[src/rtl/ps2_pkg.sv]
// Shared types and constants for the PS/2 keyboard receiver.
// Holds the frame FSM state enum, frame sizes and sticky error-flag bit indices.
package ps2_pkg;

  typedef enum logic [1:0] {
    IDLE,
    DATA,
    PARITY,
    STOP
  } ps2_state_e;

  localparam int PS2_DATA_BITS  = 8;
  localparam int PS2_FRAME_BITS = 11;

  localparam int ERR_PARITY = 0;
  localparam int ERR_FRAME  = 1;
  localparam int ERR_OVF    = 2;
  localparam int ERR_W      = 3;

endpackage

[src/rtl/ps2_sync_fifo.sv]
// Synchronous FIFO for received scan codes; head entry shown on data_o.
// Ports: push_i/data_i write, pop_i read, full_o/empty_o/count_o status.
module ps2_sync_fifo #(
  parameter int DEPTH = 8,
  parameter int WIDTH = 8
) (
  input  logic                     clk,
  input  logic                     rst_n,
  input  logic                     push_i,
  input  logic [WIDTH-1:0]         data_i,
  input  logic                     pop_i,
  output logic [WIDTH-1:0]         data_o,
  output logic                     full_o,
  output logic                     empty_o,
  output logic [$clog2(DEPTH):0]   count_o
);

  localparam int AW = $clog2(DEPTH);

  logic [WIDTH-1:0] mem_q [DEPTH];
  logic [AW-1:0]    wr_ptr_q, wr_ptr_d;
  logic [AW-1:0]    rd_ptr_q, rd_ptr_d;
  logic [AW:0]      count_q, count_d;
  logic             do_push, do_pop;

  assign full_o  = (count_q == (AW+1)'(DEPTH));
  assign empty_o = (count_q == '0);
  assign count_o = count_q;
  assign data_o  = mem_q[rd_ptr_q];

  // A pop frees the slot, so a push while full is accepted alongside it.
  always_comb begin
    do_push  = push_i && (!full_o || pop_i);
    do_pop   = pop_i && !empty_o;
    wr_ptr_d = wr_ptr_q;
    rd_ptr_d = rd_ptr_q;
    count_d  = count_q;
    if (do_push) wr_ptr_d = wr_ptr_q + 1'b1;
    if (do_pop)  rd_ptr_d = rd_ptr_q + 1'b1;
    unique case ({do_push, do_pop})
      2'b10:   count_d = count_q + 1'b1;
      2'b01:   count_d = count_q - 1'b1;
      default: count_d = count_q;
    endcase
  end

  always_ff @(posedge clk) begin
    if (!rst_n) begin
      wr_ptr_q <= '0;
      rd_ptr_q <= '0;
      count_q  <= '0;
      for (int i = 0; i < DEPTH; i++) mem_q[i] <= '0;
    end else begin
      wr_ptr_q <= wr_ptr_d;
      rd_ptr_q <= rd_ptr_d;
      count_q  <= count_d;
      if (do_push) mem_q[wr_ptr_q] <= data_i;
    end
  end

endmodule

[src/rtl/ps2_keyboard_rx.sv]
// PS/2 device-to-host receiver: sync, glitch filter, frame FSM, scan-code FIFO.
// Ports: ps2_clk/ps2_data pads in; rx_* valid/ready out; sticky errors, irq_o.
module ps2_keyboard_rx
  import ps2_pkg::*;
#(
  parameter int FIFO_DEPTH     = 8,
  parameter int FILTER_LEN     = 8,
  parameter int TIMEOUT_CYCLES = 50000
) (
  input  logic                          clk,
  input  logic                          rst_n,
  input  logic                          ps2_clk,
  input  logic                          ps2_data,
  output logic [7:0]                    rx_data_o,
  output logic                          rx_valid_o,
  input  logic                          rx_ready_i,
  output logic [$clog2(FIFO_DEPTH):0]   fifo_count_o,
  output logic                          parity_err_o,
  output logic                          frame_err_o,
  output logic                          overflow_o,
  input  logic                          err_clr_i,
  output logic                          irq_o
);

  localparam int FCW = $clog2(FILTER_LEN + 1);
  localparam int TW  = $clog2(TIMEOUT_CYCLES + 1);

  logic             clk_s1_q, clk_s2_q;
  logic             dat_s1_q, dat_s2_q;
  logic             fclk_q, fclk_d;
  logic             fclk_dly_q;
  logic [FCW-1:0]   fcnt_q, fcnt_d;
  logic             fall_q, fall_d;
  ps2_state_e       state_q, state_d;
  logic [2:0]       bit_idx_q, bit_idx_d;
  logic [7:0]       shift_q, shift_d;
  logic             par_q, par_d;
  logic [TW-1:0]    timer_q, timer_d;
  logic             push_q, push_d;
  logic [ERR_W-1:0] err_q, err_d, err_set;
  logic             fifo_full, fifo_empty, pop;

  // Filtered clock follows only after FILTER_LEN stable differing cycles.
  always_comb begin
    fclk_d = fclk_q;
    fcnt_d = '0;
    if (clk_s2_q != fclk_q) begin
      if (fcnt_q == FCW'(FILTER_LEN - 1)) begin
        fclk_d = clk_s2_q;
      end else begin
        fcnt_d = fcnt_q + 1'b1;
      end
    end
    fall_d = fclk_dly_q & ~fclk_q;
  end

  always_comb begin
    state_d   = state_q;
    bit_idx_d = bit_idx_q;
    shift_d   = shift_q;
    par_d     = par_q;
    push_d    = 1'b0;
    err_set   = '0;
    timer_d   = (state_q == IDLE) ? '0 : timer_q + 1'b1;
    if (fall_q) begin
      timer_d = '0;
      unique case (state_q)
        IDLE: begin
          if (!dat_s2_q) begin
            state_d   = DATA;
            bit_idx_d = '0;
          end else begin
            err_set[ERR_FRAME] = 1'b1;
          end
        end
        DATA: begin
          shift_d   = {dat_s2_q, shift_q[7:1]};
          bit_idx_d = bit_idx_q + 1'b1;
          if (bit_idx_q == 3'(PS2_DATA_BITS - 1)) state_d = PARITY;
        end
        PARITY: begin
          par_d   = dat_s2_q;
          state_d = STOP;
        end
        STOP: begin
          state_d = IDLE;
          if (!dat_s2_q)                   err_set[ERR_FRAME]  = 1'b1;
          else if (!(^{shift_q, par_q}))   err_set[ERR_PARITY] = 1'b1;
          else                             push_d = 1'b1;
        end
        default: state_d = IDLE;
      endcase
    end else if (state_q != IDLE && timer_q == TW'(TIMEOUT_CYCLES - 1)) begin
      state_d            = IDLE;
      timer_d            = '0;
      err_set[ERR_FRAME] = 1'b1;
    end
    if (push_q && fifo_full && !pop) err_set[ERR_OVF] = 1'b1;
    err_d = err_set | (err_q & ~{ERR_W{err_clr_i}});
  end

  always_ff @(posedge clk) begin
    if (!rst_n) begin
      clk_s1_q   <= 1'b1;
      clk_s2_q   <= 1'b1;
      dat_s1_q   <= 1'b1;
      dat_s2_q   <= 1'b1;
      fclk_q     <= 1'b1;
      fclk_dly_q <= 1'b1;
      fcnt_q     <= '0;
      fall_q     <= 1'b0;
      state_q    <= IDLE;
      bit_idx_q  <= '0;
      shift_q    <= '0;
      par_q      <= 1'b0;
      timer_q    <= '0;
      push_q     <= 1'b0;
      err_q      <= '0;
    end else begin
      clk_s1_q   <= ps2_clk;
      clk_s2_q   <= clk_s1_q;
      dat_s1_q   <= ps2_data;
      dat_s2_q   <= dat_s1_q;
      fclk_q     <= fclk_d;
      fclk_dly_q <= fclk_q;
      fcnt_q     <= fcnt_d;
      fall_q     <= fall_d;
      state_q    <= state_d;
      bit_idx_q  <= bit_idx_d;
      shift_q    <= shift_d;
      par_q      <= par_d;
      timer_q    <= timer_d;
      push_q     <= push_d;
      err_q      <= err_d;
    end
  end

  assign pop = rx_valid_o && rx_ready_i;

  ps2_sync_fifo #(
    .DEPTH (FIFO_DEPTH),
    .WIDTH (8)
  ) u_fifo (
    .clk     (clk),
    .rst_n   (rst_n),
    .push_i  (push_q),
    .data_i  (shift_q),
    .pop_i   (pop),
    .data_o  (rx_data_o),
    .full_o  (fifo_full),
    .empty_o (fifo_empty),
    .count_o (fifo_count_o)
  );

  assign rx_valid_o   = !fifo_empty;
  assign parity_err_o = err_q[ERR_PARITY];
  assign frame_err_o  = err_q[ERR_FRAME];
  assign overflow_o   = err_q[ERR_OVF];
  assign irq_o        = rx_valid_o | (|err_q);

endmodule

[config.mk]
export PLATFORM = sky130hd
export DESIGN_NAME = ps2_keyboard_rx
export DESIGN_NICKNAME = d
export VERILOG_FILES = /design/src/rtl/ps2_pkg.sv /design/src/rtl/ps2_sync_fifo.sv /design/src/rtl/ps2_keyboard_rx.sv
export SDC_FILE = /design/constraint.sdc
export NUM_CORES = 1
export LEC_CHECK = 0
export BUFFER_PORTS_ARGS = -buffer_cell sky130_fd_sc_hd__buf_2
export CORE_UTILIZATION = 60
export DETAILED_ROUTE_END_ITERATION = 8
export PLACE_DENSITY = 0.78
export RECOVER_POWER = 25
export SYNTH_ARGS = -nofsm -noshare
export SYNTH_HDL_FRONTEND = slang
export SYNTH_SLANG_ARGS = --single-unit
export TNS_END_PERCENT = 1
[constraint.sdc]
create_clock -name clk -period 5.3 [get_ports clk]
set_clock_uncertainty 0.1 [all_clocks]
set_input_delay 1.06 -clock clk [delete_from_list [all_inputs] [get_ports clk]]
set_output_delay 1.06 -clock clk [all_outputs]
set_load 0.01 [all_outputs]
# Yosys cells after proc, flatten, opt, wreduce, memory -nomap -nowiden

Memories as Yosys holds them, arrays and structs flattened. A register that Yosys moved wholly into a read port is not among the register bits.
Cells that the tools add are included.
W data, S select, Z words.

Add/sub/neg operators: 7
Equality and inequality tests: 13
Mux-type cells: 28
Bitwise logic cells: 8
Reduce and logical (&&, ||, !) cells: 27

Operator list:

| operator                | number |
|---|---|
| $add A16 B1 Y16 const B | 1 |
| $eq A16 B16 Y1 const B  | 1 |
| $mux W1                 | 15 |
| $mux W3                 | 4 |
| $add A3 B1 Y3 const B   | 3 |
| $reduce_xor A9 Y1       | 1 |
| $add A4 B1 Y4 const B   | 2 |
| $mux W2                 | 4 |
| $mux W8                 | 1 |
| $pmux W2 S4             | 1 |
| $pmux W4 S2             | 1 |
| $reduce_bool A2 Y1      | 4 |
| $reduce_or A8 Y1        | 1 |
| $eq A2 B2 Y1 const B    | 3 |
| $logic_and A1 B1 Y1     | 6 |
| $ne A3 B3 Y1 const B    | 2 |
| $pmux W3 S2             | 1 |
| $reduce_and A2 Y1       | 3 |
| $reduce_and A3 Y1       | 2 |
| $reduce_or A3 Y1        | 2 |
| $eq A2 B1 Y1 const B    | 2 |
| $eq A4 B3 Y1 const B    | 1 |
| $eq A4 B4 Y1 const B    | 1 |
| $logic_not A4 Y1        | 1 |
| 16 further kinds        | 20 |

Register bits after elaboration: 55
Memory bits (writable): 64
Input port bits: 6
Output and inout port bits: 17
Word-level logic and storage cells: 102
Memories: 1

Memories:

| name         | words | bits a word | read ports | clocked after Yosys merged registers in | wr ports | line                | source |
|---|---|---|---|---|---|---|---|
| u_fifo.mem_q | 8     | 8           | 1          | 1                                       | 8        | ps2_sync_fifo.sv:20 | `logic [WIDTH-1:0] mem_q [DEPTH];` |

# Logic depth before layout (Yosys ltp)

Gate-level depths: netlist (run 1).

Depth after elaboration: 10
Gate-level depth with buffers: 11
Gate-level depth less buffers: 10

# Hierarchy

From an unflattened synthesis (run 1), not the netlist that was laid out.

Cells, all modules: 480
Area, all modules: 5,460.2 um^2

Modules (own cells, without submodules):

| module          | times used | cells an instance | area an instance (um^2) | seq. area each (um^2) |
|---|---|---|---|---|
| ps2_sync_fifo   | 1          | 264               | 3,495.9                 | 2,182.1 |
| ps2_keyboard_rx | 1          | 216               | 1,964.4                 | 900.9 |

# Worst setup path before layout (run 1)

Ideal clock, no wire load.

Path kind: input-to-reg
Start point: input port rx_ready_i
End point: register u_fifo.count_q[2] (netlist: u_fifo.count_o[2])
Setup time: 0.070 ns
Arrival time: 2.748 ns
Data required time: 5.130 ns
Setup slack: 2.382 ns
Stages on the path: 9
Path buffers: 0
Cells stage by stage: nand2b_1 o21ai_4 ha_1 xor2_1 ha_1 a21oi_1 xor2_1 or3_1 a21oi_1

Cells in the longest elaborated chain, start to end: 5
Elaborated cells on any way between the ends: 8
Those cells by class: eq/ne: 2; mux: 1; reduce/logical: 5

RTL lines:

| what                                                     | line                   | source |
|---|---|---|
| start, declared                                          | ps2_keyboard_rx.sv:16  | `input logic rx_ready_i,` |
| $logic_and A1 B1 Y1 (*)                                  | ps2_keyboard_rx.sv:138 | `assign pop = rx_valid_o && rx_ready_i;` |
| $logic_or A1 B1 Y1                                       | ps2_sync_fifo.sv:33    | `do_push = push_i && (!full_o \|\| pop_i);` |
| $logic_and A1 B1 Y1                                      | ps2_sync_fifo.sv:33    |  |
| $eq A2 B1 Y1 / $eq A2 B2 Y1 (equally long branches)      | ps2_sync_fifo.sv:40    | `unique case ({do_push, do_pop})` |
| $pmux W4 S2 / $reduce_bool A2 Y1 (equally long branches) | --                     |  |
| end signal, assigned                                     | ps2_sync_fifo.sv:56    | `count_q <= count_d;` |
| end, declared                                            | ps2_sync_fifo.sv:23    | `logic [AW:0] count_q, count_d;` |

Every way passes the cells marked *; elsewhere a longest branch is shown, timed or not.
A chain may end at the register's enable or synchronous reset.

==> results by group, run 1 <==
Status
  • Failing checks: DRC
  • Status: complete, but fails checks

Floorplan
  • Row Count: 34
  • Ports: 23
  • Die height: ~98 microns
  • Core area: 0.00881 sq mm
  • Starting Density: 0.628
  • Die area: ~0.0096 sq mm
  • Die W: approximately 100 microns

Final layout
  • Nets@finish: about 500
  • P&R area growth vs syn: 12.5%
  • Final Cell Area: 0.00622 sq mm
  • Core Util, Final: 0.706
  • Antenna Cells: 0
  • Non-filler cells, final: around 600
  • Most common cell after layout, fill and taps aside: edfxtp_1
  • Layout cells sized above 1: 0.163
  • Most frequent cells in the layout: edfxtp_1, and2_1, dfxtp_1, nor2_1, nand2_1
  • # fillers: 640

Yosys
  • Sequential-to-total area share from yosys stat: 0.558
  • Post-Syn Area: 0.00553 sq mm
  • Register bit total from synthesis: ~120
  • Synth warn: 0
  • Post-Syn Instances: about 470
  • Synthesized area per cell: ~12 sq um
  • Unique masters post-synth: 45
  • Post-Synthesis Net Count: 486

Power
  • Sequential share of power: 0.483
  • Switching power: approximately 430 uW
  • Net Sw Frac: 0.201
  • Pleak: ~2.2 nW
  • Max VDD drop: approximately 0.25 mV
  • Combinational share of power: 0.019
  • Clock share of power: 0.498
  • Pwr per Cell Area: roughly 340 mW/mm^2
  • Int Pwr: between 1.5 and 2 mW

GRT
  • Initial antenna violation count: 0
  • First-pass GRT wire length: 16.8 mm
  • Pin count of the biggest net entering global routing: 28
  • Vias in the first global route: ~3500
  • Grt total ovfl: 0
  • GRT Total Usage: 0.231

Worst setup path
  • Worst Reg-to-Reg Cells: 10
  • Arr. time, crit path: just under 4 ns
  • CP required: 5.33 ns
  • CP endpoint kind: flip-flop
  • CP Launch Type: input port
  • Crit Path Category: input port to flip-flop
  • Worst-path maximum fanout: 27

Clock network
  • Hold-fix buffers, CTS: 0
  • Setup bufs post-CTS: 0
  • Clk_lat worst skew: 0.51 ns
  • CTS H-tree lvls: 4
  • CTS resizes: 0
  • CTS tree: done
  • Clk buf depth: 2
  • Num CTS Buffers: 17
  • Clk Tree Root Cell: clkbuf_8
  • Clock Sinks: 122
  • Worst-path clk slew: around 0.05 ns

Timing
  • Worst-Margin Slew: ~1.1 ns
  • Total Neg Setup Slack: 0 ns
  • Final Slew Violations: 0
  • Fin crit period: 3.94 ns
  • Hold Fails Final Rpt: 0
  • Fmax: about 0.25 GHz
  • Fin worst setup slack: between 1 and 1.5 ns
  • Crit share post-route: 0.743
  • Relative slew slack: 0.231
  • RSZ-0062 raised after global routing: false
  • Final setup violation count: 0

Place
  • Dpl ws: between 1.5 and 2 ns
  • PortBufs: 22
  • Hpwl dp: around 6.7 mm
  • Gp weighted congestion: around 0.78
  • DP Area: 0.00568 sq mm
  • Dpl cells: roughly 570

Job
  • Max cap viols: 0

Routing
  • WL/cell: roughly 17 microns
  • Drt first pass iters: 6
  • Vias: roughly 3400
  • WL final: 10.2 mm
  • ANT nets after route: 0
  • Drt via density: 5.71
  • Initial DRC Count: approximately 180
  • Remaining DRCs: 1

Hold path
  • Hold path cells: 1
  • Min-delay worst type: flip-flop to flip-flop
-- cell usage after synthesis, drive strengths merged --
library cell,n,share of area
o22ai,1,0.0011
a22oi,2,0.0027
and2,66,0.075
ha,13,0.029
nand3,19,0.017
nor4bb,2,0.0036
and3,4,0.0045
o31ai,1,0.0014
a21oi,22,0.020
xor2,19,0.030
nand3b,3,0.0041
nor4b,1,0.0016
nand2b,13,0.015
o21a,2,0.0027
buf,6,0.0054
mux2i,6,0.011
o21bai,1,0.0014
and4,4,0.0063
a21bo,1,0.0018
nor2,32,0.022
nand2,24,0.016
nand4,6,0.0068
clkbuf,20,0.014
edfxtp,64,0.35
mux4,16,0.065
mux2,8,0.016
xnor3,1,0.0041
dfxtp,58,0.21
o211ai,2,0.0036
nor2b,4,0.0045
o21ai,12,0.013
nor4,3,0.0057
or3,6,0.0077
inv,9,0.0061
xnor2,7,0.011
or4,3,0.0041
nor3,6,0.0091
-- critical path, cell delays in order --
cell and delay (ns):
clkbuf_1 0.79, inv_1 0.66, or3_1 0.53, o21ai_0 0.90
-- layer usage --
metal,vias to the layer above,routed length (microns),track usage
met5,-,0,0
met4,0,180,0.0932
met3,17,410,0.0623
met2,66,5240,0.404
met1,1672,4360,0.269
li1,1694,-,-
-- power by group through the flow --
stage | registers [mW] | clock network (mW) | logic [mW]
after global routing | 1.03 | 1.11 | 0.0441
final | 1.03 | 1.06 | 0.0406
after detailed placement | 1.05 | 0 | 0.0415
after CTS | 1.03 | 1.07 | 0.0417
after floorplan | 1.04 | 0 | 0.0286
after global placement | 1.05 | 0 | 0.0403
-- final timing paths --
kind	start	end	slack, ns
setup / recovery	rst_n	u_fifo.mem_q[4][3]	1.36
setup reg to reg	u_fifo.count_o[0]	u_fifo.count_o[2]	2.56
hold / removal	dat_s1_q	dat_s2_q	0.31
hold reg to reg	dat_s1_q	dat_s2_q	0.31
-- sequential cells by signal (all words and copies together), names as in the netlist, 2 cells and up, named ones only --
register and count:
u_fifo.wr_ptr_q 3, shift_q 8, u_fifo.mem_q 64, timer_q 16, fcnt_q 4, u_fifo.count_o 4, err_q 3, u_fifo.rd_ptr_q 3
bit_idx_q 3, state_q 2
-- per-stage QoR --
step	hold WS (ns)	power [mW]
global placement	0.293	1.09
finish	0.310	2.13
floorplan	0.286	1.07
CTS	0.314	2.14
global route	0.320	2.18
detailed placement	0.296	1.09
-- cell families after synthesis --
logic type               after synthesis  synth area share
buffers and inverters                 35            0.0251
multiplexers                          30            0.0924
adder cells (fa/ha/maj)               13            0.0294
AO/OA/AOI/OAI                         44            0.0475
XOR/XNOR                              27            0.0453
flip-flops                           122             0.558
AND/OR/NAND/NOR                      196             0.203
-- cell type report --
| cell class | count | area (sq um) | share of cell area |
|---|---|---|---|
| Inverter | 9 | 33.8 | 0.00543 |
| Sequential cell | 122 | 3080 | 0.496 |
| Multi-Input combinational cell | 310 | 2300 | 0.370 |
| Clock inverter | 12 | 126 | 0.0203 |
| Tap cell | 108 | 135 | 0.0217 |
| Timing Repair Buffer | 23 | 113 | 0.0181 |
| Clock buffer | 20 | 425 | 0.0684 |
No activity file was read; power rests on OpenSTA's default activity.
==> run 2, diff against run 1 <==
Clock period 5.3 ns to 3.9 ns, I/O delays scaled along.
==> run 2 against run 1 <==
  * The flow still finishes with violations (DRC)
  * Power up 48%
  * Flip-flop and latch count unchanged
  * Cell area up 1.7%
  * Clock-buffer cell count down 3
  * Routed wire length up 2.9%
  * Critical path type is now flip-flop to output pin
  * Critical endpoint is now rx_data_o[5]
  * Largest cell class unchanged
  * Highest routed layer unchanged
==> results by group, run 2 (same netlist as run 1, synthesis figures left out) <==
Clock network
  • CTS H-tree lvls: 4 (unchanged)
  • Clk_lat worst skew: 0.52 ns (about the same)
  • Clk Tree Root Cell: clkbuf_8
  • Clk buf depth: 2 (unchanged)
  • Clock Sinks: 122 (unchanged)
  • CTS resizes: 0 (unchanged)
  • Setup bufs post-CTS: 0 (unchanged)
  • Worst-path clk slew: 0.06 ns (about the same)
  • Hold-fix buffers, CTS: 0 (unchanged)
  • Num CTS Buffers: 17 (unchanged)
  • CTS tree: done

Timing
  • Fin worst setup slack: 0.784 ns (-0.580 ns)
  • Total Neg Setup Slack: 0 ns (unchanged)
  • Hold Fails Final Rpt: 0 (unchanged)
  • Final Slew Violations: 0 (unchanged)
  • Worst-Margin Slew: 1.12 ns (-0.0197 ns)
  • Final setup violation count: 0 (unchanged)
  • Fmax: approximately 0.32 GHz
  • RSZ-0062 raised after global routing: false
  • Relative slew slack: 0.252 (+0.0212)
  • Crit share post-route: 0.799
  • Fin crit period: slightly above 3 ns

Floorplan
  • Die W: 98.0 microns (unchanged)
  • Core area: 0.00881 sq mm (unchanged)
  • Die area: 0.00960 sq mm (unchanged)
  • Starting Density: 0.628 (unchanged)
  • Die height: 98.0 microns (unchanged)
  • Ports: 23 (unchanged)
  • Row Count: 34 (unchanged)

Worst setup path
  • CP endpoint kind: output pin
  • Arr. time, crit path: 2.24 ns (-1.72 ns)
  • Crit Path Category: flip-flop to output pin
  • Reg2reg setup slack: 1.17 ns (-1.39 ns)
  • Worst-path maximum fanout: 16 (-41%)
  • CP required: 3.02 ns (-2.31 ns)
  • CP Launch Type: flip-flop
  • Worst r2r src: u_fifo.count_o[0]

Final layout
  • Layout cells sized above 1: 0.174 (+0.0107)
  • Sequential cell area: 0.00308 sq mm (unchanged)
  • Most frequent cells in the layout: edfxtp_1, dfxtp_1, and2_1, nor2_1, nand2_1
  • Area occupied by multi-input gates: 0.00229 sq mm (-0.44%)
  • Reg with most FFs: u_fifo.mem_q
  • Nets@finish: 506 (+0.80%)
  • Most common cell after layout, fill and taps aside: edfxtp_1
  • # fillers: 603 (-5.8%)
  • Antenna Cells: 0 (unchanged)
  • P&R area growth vs syn: 14.4%
  • Regs by FF count: u_fifo.mem_q (64), timer_q (16), shift_q (8)
  • Number of flip-flops in the largest register: 64 (unchanged)

Place
  • Gp weighted congestion: 0.795 (+2.4%)
  • PortBufs: 22 (unchanged)
  • Dpl ws: 0.967 ns (-0.571 ns)
  • Hpwl dp: 6.77 mm (+0.95%)

Power
  • Pwr per Cell Area: 497 mW/mm^2 (+45%)
  • Max VDD drop: 0.300 mV (+20%)
  • Pleak: 2.30 nW (+2.6%)

Routing
  • Remaining DRCs: 1 (unchanged)
  • Vias: 3452 (+0.087%)
  • Drt via density: 5.68 (-0.57%)
  • Initial DRC Count: 173 (-2.8%)
  • WL final: 10.5 mm (+2.9%)
  • ANT nets after route: 0 (unchanged)
  • WL/cell: 17.3 microns (+2.2%)
  • Drt first pass iters: 6 (unchanged)

GRT
  • First-pass GRT wire length: 17.1 mm (+2.1%)
  • Vias in the first global route: 3426 (-0.87%)
  • GRT Total Usage: 0.237 (+0.00580)
  • Pin count of the biggest net entering global routing: 27 (-3.6%)
  • Grt total ovfl: 0 (unchanged)
  • Initial antenna violation count: 0 (unchanged)

Job
  • Max cap viols: 0 (unchanged)

Hold path
  • Hold path start: dat_s1_q
  • Min-delay worst type: flip-flop to flip-flop

Status
  • Status: complete, but fails checks
  • Failing checks: DRC
## run 2: cell count changes in the layout (fill, tap and decap cells not counted), moves of 2 or more
| cell | previous run | this run |
|---|---|---|
| and2_0 | 4 | 11 |
| and2_1 | 62 | 55 |
| buf_4 | 0 | 4 |
| bufinv_16 | 2 | 5 |
| clkbuf_1 | 5 | 2 |
| clkinv_1 | 2 | 0 |
| inv_6 | 0 | 2 |
## run 2: worst paths after layout
kind | to | cells after the start
setup / recovery | rx_data_o[5] | 3
hold / removal | dat_s2_q | 1
setup reg to reg | u_fifo.count_o[2] | 10
hold reg to reg | dat_s2_q | 1
## run 2: final cells by class
type,count,area share
Clock buffer,17,0.0655
Clock inverter,15,0.0352
Inverter,9,0.00534
Multi-Input combinational cell,310,0.362
Sequential cell,122,0.488
Tap cell,108,0.0214
Timing Repair Buffer,27,0.0226
## run 2: per-stage QoR
stage | total power [mW] | std cells | hold slack (ns) | area (sq um) | utilization
after floorplan | 1.46 | 467 | 0.286 | 5530 | -
after global placement | 1.48 | 576 | 0.289 | 5710 | 0.648
after detailed placement | 1.48 | 576 | 0.301 | 5710 | 0.648
after CTS | 3.16 | 608 | 0.316 | 6340 | 0.720
after global routing | 3.21 | 608 | 0.330 | 6320 | 0.718
final | 3.14 | 608 | 0.313 | 6320 | 0.718
## run 2: where the power goes
group	internal (mW)	leakage (nW)	total [mW]	switching (mW)
registers	1.38	1.08	1.40	0.0118
clock network	1.10	0.304	1.69	0.584
logic	0.0238	0.925	0.0581	0.0343
## run 2: worst max-delay path, stage by stage, from the launching register on
cell     delay, ns
dfxtp_1       0.84
mux4_2        0.44
mux2_2        0.29
buf_2         0.15
## run 2: routing by layer
| layer | vias up | share of wire | GRT usage |
|---|---|---|---|
| met2 | 75 | 0.52 | 0.415 |
| li1 | 1698 | - | - |
| met3 | 14 | 0.043 | 0.0508 |
| met1 | 1665 | 0.43 | 0.287 |
| met4 | 0 | 0.013 | 0.0874 |
| met5 | - | 0 | 0 |
==> run 3, diff against run 2 <==
Settings changed: ABC_AREA set to 1, CORE_UTILIZATION 60 to 55, PLACE_DENSITY 0.78 to 0.75.
Clock period 3.9 ns to 2.8 ns, I/O delays scaled along.
==> run 3 against run 2 <==
  * The flow finishes with violations (capacitance limit, slew limit)
  * Non-clock buffer count rose by 3
  * Critical path depth rose by 4
  * Cell area rose by 1.7%
  * Area after synthesis rose by 0.32%
  * Combinational power rose to 15 times the previous value
  * Sequential share of layout area fell by 0.83 points
  * Synthesized cell count rose by 32%
  * Final cell count rose by 30%
  * Global-route usage rose by 0.37 points
  * Clock-buffer cell count rose by 2
  * Critical path type unchanged
==> results by group, run 3 <==
Clock network
  • Clk Tree Root Cell: clkbuf_8
  • Worst-path clk slew: 0.06 ns (about the same)
  • CTS tree: done
  • CTS H-tree lvls: 4 (unchanged)
  • Clk buf depth: 2 (unchanged)
  • Num CTS Buffers: 17 (unchanged)
  • Setup bufs post-CTS: 0 (unchanged)
  • Clock Sinks: 122 (unchanged)
  • Clk_lat worst skew: 0.52 ns (about the same)

Yosys
  • Share of the synthesized area in the top cell type: 0.347 (-0.00110)
  • Post-Syn Area: 0.00555 sq mm (+0.32%)
  • Ys flop type: edfxtp_1
  • Post-synth ARST share: 0 (unchanged)
  • Area contributors post-synth: edfxtp_1, dfxtp_1, nor2_1
  • Register bit total from synthesis: 122 (unchanged)
  • Area leader, netlist: edfxtp_1
  • Synth top cells by count: nor2_1, nand2_1, edfxtp_1, dfxtp_1, o21ai_0
  • Count leader, synth: nor2_1
  • Sequential-to-total area share from yosys stat: 0.556 (-0.00176)
  • Synthesized area per cell: 9.00 sq um (-24%)
  • Post-Syn Instances: 616 (+32%)
  • Post-Synthesis Net Count: 635 (+31%)
  • Synth warn: 0 (unchanged)
  • Unique masters post-synth: 32 (-29%)
  • Number of synthesized flops with an enable pin: 64 (unchanged)

Floorplan
  • Row Count: 36 (+5.9%)
  • Die area: 0.0105 sq mm (+9.2%)
  • Die W: 102 microns (+4.5%)
  • Die height: 102 microns (+4.5%)
  • Ports: 23 (unchanged)
  • Starting Density: 0.567 (-0.0604)
  • Core area: 0.00977 sq mm (+11%)

Routing
  • Drt first pass iters: 5 (-1)
  • WL/cell: 14.4 microns (-16%)
  • Vias: 4235 (+23%)
  • Drt via density: 5.34 (-5.9%)
  • WL final: 11.5 mm (+9.2%)
  • Initial DRC Count: 235 (+36%)
  • ANT nets after route: 0 (unchanged)
  • Remaining DRCs: 0 (-1)

Final layout
  • Most frequent cells in the layout: nor2_1, nand2_1, edfxtp_1, dfxtp_1, o21ai_0
  • Most common cell after layout, fill and taps aside: nor2_1
  • Regs by FF count: u_fifo.mem_q (64), timer_q (16), shift_q (8)
  • Reg with most FFs: u_fifo.mem_q
  • Layout cells sized above 1: 0.112 (-0.0619)
  • P&R area growth vs syn: 16.0%
  • Nets@finish: 666 (+32%)
  • Antenna Cells: 0 (unchanged)
  • Number of flip-flops in the largest register: 64 (unchanged)

Hold path
  • Hold path start: ps2_clk
  • Hold path cells: 2 (+1)
  • Min-delay worst type: input port to flip-flop
  • Worst Hold Path EP: clk_s1_q

Timing
  • Fin crit period: 2.66 ns
  • Total Neg Setup Slack: 0 ns (unchanged)
  • Relative slew slack: -0.0134 (-0.265)
  • Hold Fails Final Rpt: 0 (unchanged)
  • Final Slew Violations: 35 (+35)
  • Fmax: roughly 0.38 GHz
  • Crit share post-route: 0.949
  • RSZ-0062 raised after global routing: false
  • Final setup violation count: 0 (unchanged)
  • Worst-Margin Slew: 1.52 ns (+0.398 ns)

Worst setup path
  • Arr. time, crit path: 2.00 ns (-0.24 ns)
  • Worst Reg-to-Reg Cells: 6 (-4)
  • Worst-path maximum fanout: 18 (+2)
  • Critical Path Slowest Stage Cell: dfxtp_1
  • CP max stage delay: 0.32 ns (-0.52 ns)
  • Reg2reg end: u_fifo.mem_q[6][1]
  • CP required: 2.14 ns (-0.88 ns)
  • Most frequent CP cell: nor2_1
  • Critical Path, Cell by Cell: inv_1, buf_4, nor2_1, o22ai_1, nor2_1, a31oi_1, buf_2
  • Reg2reg setup slack: 0.21 ns (-0.96 ns)
  • Critical path buffer and inverter count: 3 (+2)
  • Crit Path Category: flip-flop to output pin
  • CP endpoint kind: output pin
  • CP Launch Type: flip-flop
  • Top delay family on crit path: buffers and inverters
  • Worst r2r src: u_fifo.count_o[0]

Status
  • Status: complete, but fails checks
  • Failing checks: capacitance limit, slew limit

Power
  • Switching power: 1.35 mW (+110%)
  • Int Pwr: 3.97 mW (+58%)
  • Pwr per Cell Area: 828 mW/mm^2 (+67%)
  • Power consumption: 5.32 mW (+69%)
  • Pleak: 2.37 nW (+2.6%)
  • Sequential share of power: 0.378 (-0.066)
  • Net Sw Frac: 0.253 (+0.0529)
  • Clock share of power: 0.463 (-0.074)
  • Combinational share of power: 0.159 (+0.140)
  • Max VDD drop: 0.402 mV (+34%)

GRT
  • Initial antenna violation count: 0 (unchanged)
  • Vias in the first global route: 4078 (+19%)
  • GRT Total Usage: 0.240 (+0.00369)
  • Pin count of the biggest net entering global routing: 35 (+30%)
  • Grt total ovfl: 0 (unchanged)
  • First-pass GRT wire length: 18.7 mm (+9.1%)

Place
  • Hpwl dp: 7.70 mm (+14%)
  • Gp weighted congestion: 0.876 (+10%)
  • PortBufs: 22 (unchanged)

Job
  • Max cap viols: 1 (+1)
==> run 3: cell types whose count changed after synthesis, moves of 11 or more <==
cell | before | now
inv_1 | 9 | 42
clkbuf_1 | 20 | 6
nor2_1 | 32 | 162
o21ai_0 | 11 | 53
nand2b_1 | 13 | 0
xor2_1 | 19 | 8
nand2_1 | 24 | 73
and2_1 | 65 | 0
mux4_2 | 16 | 0
==> run 3: worst max path at each step <==
stage | start | endpoint | slack, ns | depth (start not counted)
floorplan | u_fifo.count_o[0] | u_fifo.count_o[2] | 0.71 | 13
global placement | rx_ready_i | u_fifo.count_o[2] | 0.56 | 13
detailed placement | rx_ready_i | u_fifo.count_o[2] | 0.49 | 13
CTS | flip-flop | rx_data_o[2] | 0.11 | 6
global route | flip-flop | rx_data_o[2] | 0.002 | 7
finish | flip-flop | rx_data_o[2] | 0.14 | 7
==> run 3: final cells by class <==
cell class,count,area [sq um]
inverter,51,191
tap,133,166
clock buffer,19,422
sequential,122,3080
timing repair buffer,30,169
fill,787,3340
clock inverter,13,248
multi-input combinational,425,2150
==> run 3: cell families after synthesis <==
kind of cell               count (synthesis)  share of synthesized area
and+or+nand+nor                          300                      0.249
DFF                                      122                      0.556
AOI/OAI and AO/OA                        101                     0.0966
buffers and inverters                     69                     0.0521
adders and majority gates                 13                     0.0293
xor gates and xnor gates                  11                     0.0174
==> run 3: routing by layer <==
metal | global-route usage | wire, microns | vias to the layer above
met2 | 0.427 | 5960 | 119
li1 | - | - | 2134
met1 | 0.267 | 4690 | 1957
met3 | 0.0752 | 529 | 25
met4 | 0.0978 | 271 | 0
met5 | 0 | 0 | -
==> run 3: worst register-to-register path, stage by stage, from the launching register on <==
cell and delay, ns:
dfxtp_1 0.43, nor2_2 0.08, nand3_2 0.08, nand2_1 0.17, nor2_2 0.70, nand3_4 0.27
nand2_1 0.40
==> run 3: what timing repair did <==
item | 4_1_cts | 5_1_grt
gates resized for setup | 0 | 2
setup endpoints to repair | 0 | 1
hold buffers | 0 | 0
==> run 3: power groups by stage <==
stage	Combinational [mW]	Clock [mW]	Sequential [mW]
floorplan	0.554	0	2.05
global placement	0.805	0	2.04
detailed placement	0.823	0	2.05
CTS	0.835	2.49	2.01
global route	0.943	2.58	2.02
finish	0.845	2.47	2.01
==> run 3: per-stage QoR <==
stage | instance area (sq um) | hold WS (ns) | worst slack [ns] | utilization | cells
detailed placement | 5780 | 0.302 | 0.494 | 0.592 | 761
floorplan | 5550 | 0.293 | 0.708 | - | 616
global route | 6430 | 0.106 | 0.00228 | 0.658 | 793
CTS | 6450 | 0.108 | 0.105 | 0.660 | 793
global placement | 5780 | 0.299 | 0.559 | 0.592 | 761
finish | 6430 | 0.122 | 0.142 | 0.658 | 793
